File: src/rtl/lru_victim_sel_if.sv
// -----------------------------------------------------------------------------
// lru_victim_sel_if
// Bundles the fill-request, victim-response and PLRU-regfile signals of
// lru_victim_sel.
//   req_valid/req_ready/req_set/req_way_vld  : fill request from miss controller
//   rsp_valid/rsp_ready/rsp_set/rsp_way/
//   rsp_plru_hit                             : victim response to miss controller
//   lru_ra/lru_rd                            : regfile combinational read port
//   lru_wa/lru_way_sel/lru_wr                : regfile MRU update port
// Modports: master = controller + regfile side, slave = lru_victim_sel.
// -----------------------------------------------------------------------------
interface lru_victim_sel_if #(
   parameter int SET_AW = 13
);
   logic              req_valid;
   logic              req_ready;
   logic [SET_AW-1:0] req_set;
   logic [3:0]        req_way_vld;
   logic              rsp_valid;
   logic              rsp_ready;
   logic [SET_AW-1:0] rsp_set;
   logic [3:0]        rsp_way;
   logic              rsp_plru_hit;
   logic [SET_AW-1:0] lru_ra;
   logic [2:0]        lru_rd;
   logic [SET_AW-1:0] lru_wa;
   logic [3:0]        lru_way_sel;
   logic              lru_wr;

   modport master (
      output req_valid, req_set, req_way_vld, rsp_ready, lru_rd,
      input  req_ready, rsp_valid, rsp_set, rsp_way, rsp_plru_hit,
             lru_ra, lru_wa, lru_way_sel, lru_wr
   );

   modport slave (
      input  req_valid, req_set, req_way_vld, rsp_ready, lru_rd,
      output req_ready, rsp_valid, rsp_set, rsp_way, rsp_plru_hit,
             lru_ra, lru_wa, lru_way_sel, lru_wr
   );
endinterface

File: src/rtl/lru_victim_sel.sv
// -----------------------------------------------------------------------------
// lru_victim_sel
// Read-side companion of the tree-PLRU regfile for a 4-way L1. Accepts a fill
// request, reads the set's PLRU bits, returns a one-hot victim over a
// valid/ready handshake, then writes the victim back to the regfile as MRU.
//   clk    : clock
//   reset  : synchronous, active-high reset
//   bus    : lru_victim_sel_if.slave (request, response and regfile ports)
// Optional feature macro: VICTIM_INVALID_FIRST_EN -- when defined, an invalid
// way (lowest index) is preferred over the PLRU decode.
// Simulation-only macro: SIM -- enables the unknown-lru_rd checker.
// FSM: IDLE -> LOOKUP -> RESP -> UPDATE -> IDLE (4 cycles per request).
// -----------------------------------------------------------------------------

`ifdef SIM
// Flags an unknown PLRU read while the block is sampling it.
module lru_victim_sel_chk (
   input logic       clk,
   input logic       reset,
   input logic       lookup,
   input logic [2:0] rd
);
   a_rd_known: assert property (@(posedge clk) disable iff (reset) lookup |-> !$isunknown(rd))
      else $error("lru_victim_sel: unknown lru_rd in LOOKUP");
endmodule
`endif

module lru_victim_sel #(
   parameter int SET_AW = 13,
   parameter int WAYS   = 4,
   parameter int LRU_W  = 3
) (
   input logic           clk,
   input logic           reset,
   lru_victim_sel_if.slave bus
);

   generate
      if (WAYS != 4 || LRU_W != 3) begin : g_param_err
         $error("lru_victim_sel supports only WAYS=4, LRU_W=3");
      end
   endgenerate

   typedef enum logic [1:0] {
      IDLE   = 2'd0,
      LOOKUP = 2'd1,
      RESP   = 2'd2,
      UPDATE = 2'd3
   } state_t;

   // Inverse of the regfile update rule. Unlisted (unknown) codes fall to way0.
   function automatic logic [3:0] plru_decode(input logic [2:0] rd);
      logic [3:0] way;
      case (rd)
         3'b000:  way = 4'b1000;
         3'b001:  way = 4'b1000;
         3'b010:  way = 4'b0100;
         3'b011:  way = 4'b0100;
         3'b100:  way = 4'b0010;
         3'b110:  way = 4'b0010;
         3'b101:  way = 4'b0001;
         3'b111:  way = 4'b0001;
         default: way = 4'b0001;
      endcase
      return way;
   endfunction

   state_t            state_r, next_state_s;
   logic [SET_AW-1:0] set_r;
   logic              accept_s;
   logic [3:0]        victim_s;
   logic              hit_s;

   logic              req_ready_r,  req_ready_d_s;
   logic              rsp_valid_r,  rsp_valid_d_s;
   logic [SET_AW-1:0] rsp_set_r,    rsp_set_d_s;
   logic [3:0]        rsp_way_r,    rsp_way_d_s;
   logic              rsp_hit_r,    rsp_hit_d_s;
   logic [SET_AW-1:0] lru_ra_r,     lru_ra_d_s;
   logic [SET_AW-1:0] lru_wa_r,     lru_wa_d_s;
   logic [3:0]        way_sel_r,    way_sel_d_s;
   logic              wr_r,         wr_d_s;

   assign accept_s = bus.req_valid & req_ready_r;

`ifdef VICTIM_INVALID_FIRST_EN
   logic [3:0] vld_r;

   // Lowest-index invalid way; only called when at least one way is invalid.
   function automatic logic [3:0] first_invalid(input logic [3:0] vld);
      logic [3:0] way;
      if (!vld[0]) begin
         way = 4'b0001;
      end else if (!vld[1]) begin
         way = 4'b0010;
      end else if (!vld[2]) begin
         way = 4'b0100;
      end else begin
         way = 4'b1000;
      end
      return way;
   endfunction

   // Captures the request's line-valid bits.
   always_ff @(posedge clk) begin
      if (reset) begin
         vld_r <= 4'b0000;
      end else if (accept_s) begin
         vld_r <= bus.req_way_vld;
      end
   end

   // Victim choice: invalid way first, PLRU decode when the set is full.
   always_comb begin
      if (vld_r != 4'b1111) begin
         victim_s = first_invalid(vld_r);
         hit_s    = 1'b0;
      end else begin
         victim_s = plru_decode(bus.lru_rd);
         hit_s    = 1'b1;
      end
   end
`else
   // Victim choice: PLRU decode only.
   always_comb begin
      victim_s = plru_decode(bus.lru_rd);
      hit_s    = 1'b1;
   end
`endif

   // State, captured set and registered outputs.
   always_ff @(posedge clk) begin
      if (reset) begin
         state_r     <= IDLE;
         set_r       <= '0;
         req_ready_r <= 1'b0;
         rsp_valid_r <= 1'b0;
         rsp_set_r   <= '0;
         rsp_way_r   <= 4'b0000;
         rsp_hit_r   <= 1'b0;
         lru_ra_r    <= '0;
         lru_wa_r    <= '0;
         way_sel_r   <= 4'b0000;
         wr_r        <= 1'b0;
      end else begin
         state_r     <= next_state_s;
         set_r       <= accept_s ? bus.req_set : set_r;
         req_ready_r <= req_ready_d_s;
         rsp_valid_r <= rsp_valid_d_s;
         rsp_set_r   <= rsp_set_d_s;
         rsp_way_r   <= rsp_way_d_s;
         rsp_hit_r   <= rsp_hit_d_s;
         lru_ra_r    <= lru_ra_d_s;
         lru_wa_r    <= lru_wa_d_s;
         way_sel_r   <= way_sel_d_s;
         wr_r        <= wr_d_s;
      end
   end

   // Next-state logic.
   always_comb begin
      next_state_s = state_r;
      case (state_r)
         IDLE: begin
            if (accept_s) begin
               next_state_s = LOOKUP;
            end else begin
               next_state_s = IDLE;
            end
         end
         LOOKUP: next_state_s = RESP;
         RESP: begin
            if (bus.rsp_ready) begin
               next_state_s = UPDATE;
            end else begin
               next_state_s = RESP;
            end
         end
         UPDATE:  next_state_s = IDLE;
         default: next_state_s = IDLE;
      endcase
   end

   // Next values of the registered outputs.
   always_comb begin
      req_ready_d_s = (next_state_s == IDLE);
      rsp_valid_d_s = rsp_valid_r;
      rsp_set_d_s   = rsp_set_r;
      rsp_way_d_s   = rsp_way_r;
      rsp_hit_d_s   = rsp_hit_r;
      lru_ra_d_s    = lru_ra_r;
      lru_wa_d_s    = lru_wa_r;
      way_sel_d_s   = 4'b0000;
      wr_d_s        = 1'b0;
      case (state_r)
         IDLE: begin
            if (accept_s) begin
               lru_ra_d_s = bus.req_set;
            end else begin
               lru_ra_d_s = lru_ra_r;
            end
         end
         LOOKUP: begin
            rsp_valid_d_s = 1'b1;
            rsp_set_d_s   = set_r;
            rsp_way_d_s   = victim_s;
            rsp_hit_d_s   = hit_s;
         end
         RESP: begin
            if (bus.rsp_ready) begin
               // The regfile builds write data from the rd of ra, so ra tracks wa.
               rsp_valid_d_s = 1'b0;
               wr_d_s        = 1'b1;
               lru_wa_d_s    = set_r;
               lru_ra_d_s    = set_r;
               way_sel_d_s   = rsp_way_r;
            end else begin
               rsp_valid_d_s = 1'b1;
            end
         end
         UPDATE: begin
            wr_d_s      = 1'b0;
            way_sel_d_s = 4'b0000;
         end
         default: begin
            rsp_valid_d_s = 1'b0;
         end
      endcase
   end

   assign bus.req_ready    = req_ready_r;
   assign bus.rsp_valid    = rsp_valid_r;
   assign bus.rsp_set      = rsp_set_r;
   assign bus.rsp_way      = rsp_way_r;
   assign bus.rsp_plru_hit = rsp_hit_r;
   assign bus.lru_ra       = lru_ra_r;
   assign bus.lru_wa       = lru_wa_r;
   // Reset arriving in UPDATE must suppress the write already registered.
   assign bus.lru_wr       = wr_r & ~reset;
   assign bus.lru_way_sel  = way_sel_r & {4{~reset}};

`ifdef SIM
   lru_victim_sel_chk u_chk (
      .clk    (clk),
      .reset  (reset),
      .lookup (state_r == LOOKUP),
      .rd     (bus.lru_rd)
   );
`endif

endmodule
File: src/flat_wrapper.sv
// flat-port wrapper written by rule: the top's interface ports become plain ports
module lru_victim_sel_flat 
#(
   parameter int SET_AW = 13,
   parameter int WAYS   = 4,
   parameter int LRU_W  = 3
)
  (clk, reset, bus_req_valid, bus_req_set, bus_req_way_vld, bus_rsp_ready, bus_lru_rd, bus_req_ready, bus_rsp_valid, bus_rsp_set, bus_rsp_way, bus_rsp_plru_hit, bus_lru_ra, bus_lru_wa, bus_lru_way_sel, bus_lru_wr);
  lru_victim_sel_if #(.SET_AW(SET_AW)) bus_i ();
  input logic clk;
  input logic reset;
  input wire logic [$bits(bus_i.req_valid)-1:0] bus_req_valid;
  input wire logic [$bits(bus_i.req_set)-1:0] bus_req_set;
  input wire logic [$bits(bus_i.req_way_vld)-1:0] bus_req_way_vld;
  input wire logic [$bits(bus_i.rsp_ready)-1:0] bus_rsp_ready;
  input wire logic [$bits(bus_i.lru_rd)-1:0] bus_lru_rd;
  output wire logic [$bits(bus_i.req_ready)-1:0] bus_req_ready;
  output wire logic [$bits(bus_i.rsp_valid)-1:0] bus_rsp_valid;
  output wire logic [$bits(bus_i.rsp_set)-1:0] bus_rsp_set;
  output wire logic [$bits(bus_i.rsp_way)-1:0] bus_rsp_way;
  output wire logic [$bits(bus_i.rsp_plru_hit)-1:0] bus_rsp_plru_hit;
  output wire logic [$bits(bus_i.lru_ra)-1:0] bus_lru_ra;
  output wire logic [$bits(bus_i.lru_wa)-1:0] bus_lru_wa;
  output wire logic [$bits(bus_i.lru_way_sel)-1:0] bus_lru_way_sel;
  output wire logic [$bits(bus_i.lru_wr)-1:0] bus_lru_wr;
  assign bus_i.req_valid = bus_req_valid;
  assign bus_i.req_set = bus_req_set;
  assign bus_i.req_way_vld = bus_req_way_vld;
  assign bus_i.rsp_ready = bus_rsp_ready;
  assign bus_i.lru_rd = bus_lru_rd;
  assign bus_req_ready = bus_i.req_ready;
  assign bus_rsp_valid = bus_i.rsp_valid;
  assign bus_rsp_set = bus_i.rsp_set;
  assign bus_rsp_way = bus_i.rsp_way;
  assign bus_rsp_plru_hit = bus_i.rsp_plru_hit;
  assign bus_lru_ra = bus_i.lru_ra;
  assign bus_lru_wa = bus_i.lru_wa;
  assign bus_lru_way_sel = bus_i.lru_way_sel;
  assign bus_lru_wr = bus_i.lru_wr;
  lru_victim_sel #(.SET_AW(SET_AW), .WAYS(WAYS), .LRU_W(LRU_W)) u_core (.clk(clk), .reset(reset), .bus(bus_i));
endmodule
File: config.mk
export PLATFORM = sky130hd
export DESIGN_NAME = lru_victim_sel_flat
export DESIGN_NICKNAME = d
export VERILOG_FILES = /design/src/rtl/lru_victim_sel_if.sv /design/src/rtl/lru_victim_sel.sv /design/src/flat_wrapper.sv
export SDC_FILE = /design/constraint.sdc
export NUM_CORES = 1
export LEC_CHECK = 0
export CAP_MARGIN = 5
export CORE_MARGIN = 4
export CORE_UTILIZATION = 50
export DETAILED_ROUTE_END_ITERATION = 6
export GPL_TIMING_DRIVEN = 1
export PLACE_DENSITY = 0.81
export SLEW_MARGIN = 40
export SYNTH_ARGS = -nofsm -noshare
export SYNTH_HDL_FRONTEND = slang
export SYNTH_SLANG_ARGS = --single-unit
export TNS_END_PERCENT = 50
File: constraint.sdc
create_clock -name clk -period 3.95 [get_ports clk]
set_input_delay 0.395 -clock clk [delete_from_list [all_inputs] [get_ports clk]]
set_output_delay 0.395 -clock clk [all_outputs]
set_load 0.05 [all_outputs]
# Word level (Yosys, flattened, before mapping)
# Memory sizes are Yosys's and may differ from the RTL's. A register that Yosys moved wholly into a read port is not among the register bits.
# Index checks and enable logic that the tools add are counted.
dict set report op_classes {
  mul 0
  div 0
  shift 0
  order_cmp 0
  n_addsub 0
  n_reduce_logical 8
  eq_ne 5
  n_bitwise 6
  mux 9
}
# operator n
set op_table {}
lappend op_table {{$mux 13} 2}
lappend op_table {{$pmux 13 s2} 1}
lappend op_table {{$pmux 2 s4} 1}
lappend op_table {{$and 4x4->4} 1}
lappend op_table {{$eq 2x2->1 const B} 2}
lappend op_table {{$logic_not 2->1} 2}
lappend op_table {{$mux 1} 4}
lappend op_table {{$reduce_bool 2->1} 2}
lappend op_table {{$not 1->1} 3}
lappend op_table {{$reduce_and 3->1} 1}
lappend op_table {{$reduce_or 3->1} 1}
lappend op_table {{$and 1x1->1} 2}
lappend op_table {{$eq 2x1->1 const B} 1}
lappend op_table {{$ne 2x1->1 const B} 1}
lappend op_table {{$ne 2x2->1 const B} 1}
lappend op_table {{$pmux 1 s2} 1}
lappend op_table {{$reduce_and 2->1} 1}
lappend op_table {{$reduce_or 2->1} 1}
dict set report totals {
  register_bits 62
  mem_bits_rw 0
  in_bits 24
  out_inout_bits 51
  rom_bits 32
  memories 1
  latch_bits 0
}
# memory depth word_bits rd rd_ports_with_merged_regs write_ports line
set mem_list {}
lappend mem_list {{(name not given)} 8 4 1 1 0 lru_victim_sel.sv:54} ;# case (rd)

# Longest topological paths before layout
dict set report depth {
  ltp_word 4
  depth_mapped 8
  ltp_nobuf 5
}

# Least setup slack after synthesis
# No wires, ideal clock.
dict set report synth_timing {
  path_kind {input port to output port}
  from {input port reset}
  to {output port bus_lru_way_sel[0]}
  stages 2
  setup_slack_ns 2.269
  arrival_time_ns 1.286
  required_ns 3.555
  path_cell_list {clkbuf_1 nor2b_1}
}
dict set report synth_via {
  elab_chain_cells 2
}
# item line
set synth_lines {}
lappend synth_lines {{start, declared} flat_wrapper.sv:11} ;# input logic reset;
lappend synth_lines {{$not 1->1} lru_victim_sel.sv:240} ;# assign bus.lru_way_sel = way_sel_r & {4{~reset}};
lappend synth_lines {{$and 4x4->4} lru_victim_sel.sv:240}
lappend synth_lines {{end, declared} flat_wrapper.sv:24} ;# output wire logic [$bits(bus_i.lru_way_sel)-1:0] bus_lru_way_sel;
# No other way between the ends.

# Worst setup path after layout
dict set report layout_timing {
  from {register u_core.state_r[0]}
  to {register u_core.lru_ra_r[1] (netlist: u_core.bus.lru_ra[1])}
}
dict set report layout_via {
  elab_chain_cells 3
}
# item line
set layout_lines {}
lappend layout_lines {{start, declared} lru_victim_sel.sv:68} ;# state_t state_r, next_state_s;
lappend layout_lines {{start signal, assigned} lru_victim_sel.sv:146} ;# state_r <= next_state_s;
lappend layout_lines {{$eq 2x2->1 or $logic_not 2->1 (tied branches)} lru_victim_sel.sv:195} ;# case (state_r)
lappend layout_lines {{$ne 2x2->1 (no line), or another cell as far along} --}
lappend layout_lines {{$reduce_and 3->1 (no line)} --}
lappend layout_lines {{end signal, assigned} lru_victim_sel.sv:153} ;# lru_ra_r <= lru_ra_d_s;
lappend layout_lines {{end, declared} lru_victim_sel.sv:79} ;# logic [SET_AW-1:0] lru_ra_r, lru_ra_d_s;
# Several ways; a longest one is shown, not always the timed one.
# A chain may end at the register's enable or synchronous reset.

==> run summary <==
setup TNS: 0 ps
#FFs+latches synth: 66
sequential cell area fraction in the yosys report: 0.511
Die ar.: 6380 um^2
Comb pwr share: 0.217
max-cap violation count: 0
post-layout instance area: 3450 um^2
vias in the first global route: 2005
min setup slack post-route: 1630 ps
Die Ht: 79.9 um
fin cells: 408
yosys warns: 0
met3 Use GR: 0.0384
fin crit period: 2320 ps
unrepaired setup endpoints after global routing: false
async set-reset flop share out of synthesis: 0
IO buf count: 70
worst-skew pair later-pin latency: 340 ps
placer congestion estimate: 0.769
Sequential Power Share: 0.469
total track usage: 0.198
area grow syn2layout: 33.3%
largest net degree at the start of global routing: 58
Post-Syn Instances: 275
clock root cell: clkbuf_8
endpoints failing setup: 0
global route overflow: 0
setup bufs post-CTS: 0
DR WL/cell: 14.9 um
post-synthesis cell area: 2580 um^2
Worst Hold Class: input pin to flip-flop
first-pass GRT wire length: 9840 um
tightest hold margin: 371 ps
CP Capture Type: flip-flop
Max clock buf depth: 2
CTS buffer count: 9
leakage: 1.17 nW
PwrDens: 452 nW/um^2
top_reg_cell synth: dfxtp_1
Worst slew margin: 0.461
switching share of power: 0.315
cell taking the most area after synthesis: dfxtp_1
Final ANT Viol Nets: 0
fin. max-slew vios: 0
main area contributors after synthesis: dfxtp_1, mux2i_1, nand2_1
Synth top area share: 0.511
Total Nets Final: 365
CTS resizes: 0
CP Data Arrival Time: 2510 ps
power share of the clock group: 0.313
FP Rows: 25
DRT Pass-1 Iters: 4
Tightest Pin Transition: 809 ps
placed cells: 392
Tot Pwr: 1.56 mW
Util after Layout: 0.706
Tcrit/Tclk final: 0.588
io pins: 75
hpwl dp: 4140 um
initial core utilization: 0.530
Area after DPL: 3280 um^2
grt peak-use layer: met2
Sw Pwr: 0.491 mW
Post-Syn Nets: 304
status: complete, no violations
vias: 2154
# DRC: 0
CP Data Required Time: 4140 ps
DIE WIDTH: 79.9 um
GRT met2 Usage: 0.305
commonest non-fill, non-tap cell in the layout: clkdlybuf4s50_1
fmax: 430 MHz
final hold violations: 0
EDFF count, synth: 0
drt total wl: 6080 um
Initial DRC Count: 96
n_diodes: 0
clk_skew: 5.17 ps
Crit Path Max Fanout: 14
CTS tree: built
P_int: 1.07 mW
Syn Area/Cell: 9.40 um^2
worst vdd ir: 0.305 mV
Place WS: 1660 ps
clock tree sinks: 66
antenna violations before repair: 0
Core Area: 4880 um^2
vias per cell: 5.28
GR Layer Usage met1: 0.263
layout cells sized above 1: 0.0909
Hold Buf Count CTS: 0
Reg clk slew, reported paths: 70 ps
Cell variety after synth: 25
CP startpoint kind: flip-flop
commonest cells after routing, fill and taps aside: clkdlybuf4s50_1, dfxtp_1, nand2_1
CTS H-tree lvls: 3
kind of critical path: flip-flop to flip-flop
power by group through the flow:
stage	combinational, mW	sequential [mW]	clock, mW
global route	0.359	0.736	0.526
floorplan	0.144	0.839	0
finish	0.339	0.731	0.488
detailed placement	0.339	0.744	0
CTS	0.340	0.731	0.494
global placement	0.332	0.744	0
flip-flops by register name, indices dropped and copies added, names as in the netlist:
signal and count:
u_core.bus.lru_ra 13, u_core.bus.lru_wa 13, u_core.bus.rsp_set 13, u_core.set_r 13
u_core.bus.rsp_way 4, u_core.way_sel_r 4, u_core.state_r 2, u_core.bus.req_ready 1
u_core.bus.rsp_plru_hit 1, u_core.bus.rsp_valid 1, u_core.wr_r 1
cell families after synthesis:
kind of cell / share of synthesized area
AO/OA/AOI/OAI: 0.152
flip-flops: 0.511
multiplexers: 0.108
buffers and inverters: 0.0411
adder cells (fa/ha/maj): 0.0242
AND/OR/NAND/NOR: 0.164
area by class of cell:
| cell class | instances | area, um^2 |
|---|---|---|
| fillers | 405 | 1430 |
| flip-flops and latches | 66 | 1320 |
| multi-input cells | 186 | 1160 |
| repair buffers | 71 | 703 |
| clock buffers | 10 | 138 |
| well taps | 67 | 83.8 |
| clock inverters | 6 | 32.5 |
| inverters | 2 | 7.51 |
worst max-delay path, cell delays in order, from the launching register on:
cell      delay, ps
dfxtp_1         320
inv_1           130
ha_1            710
or2_1           510
and3_4          400
a211oi_1        110
cells in the mapped netlist (2+ instances only):
library cell  count
clkbuf_1         11
buf_2             3
mux2i_1          28
nand3b_1          2
nor2_1           20
dfxtp_1          66
a211oi_1          4
nand2_1          54
ha_1              5
a31oi_1          13
nand2b_1          4
buf_6             2
a211oi_2         10
inv_1             2
and2_1            5
a21oi_1          29
buf_1             4
nor2b_1           6
final timing paths:
path         cells past startpoint                               from  slack [ps]                                 end
min reg2reg                      2  u_core.bus.lru_wa[7]$_SDFFE_PP0P_         460   u_core.bus.lru_wa[7]$_SDFFE_PP0P_
min                              2                              reset         370  u_core.bus.rsp_way[1]$_SDFFE_PP0N_
max                              5       u_core.state_r[0]$_SDFF_PP0_        1630   u_core.bus.lru_ra[1]$_SDFFE_PP0P_
max reg2reg                      5       u_core.state_r[0]$_SDFF_PP0_        1630   u_core.bus.lru_ra[1]$_SDFFE_PP0P_
routing by layer:
layer	share of wire	vias to the layer above	wire length [um]
li1	-	1052	-
met1	0.47	1012	2840
met2	0.46	82	2790
met3	0.061	8	368
met4	0.013	0	80
met5	0	-	0
(Power assumes the default switching activity.)
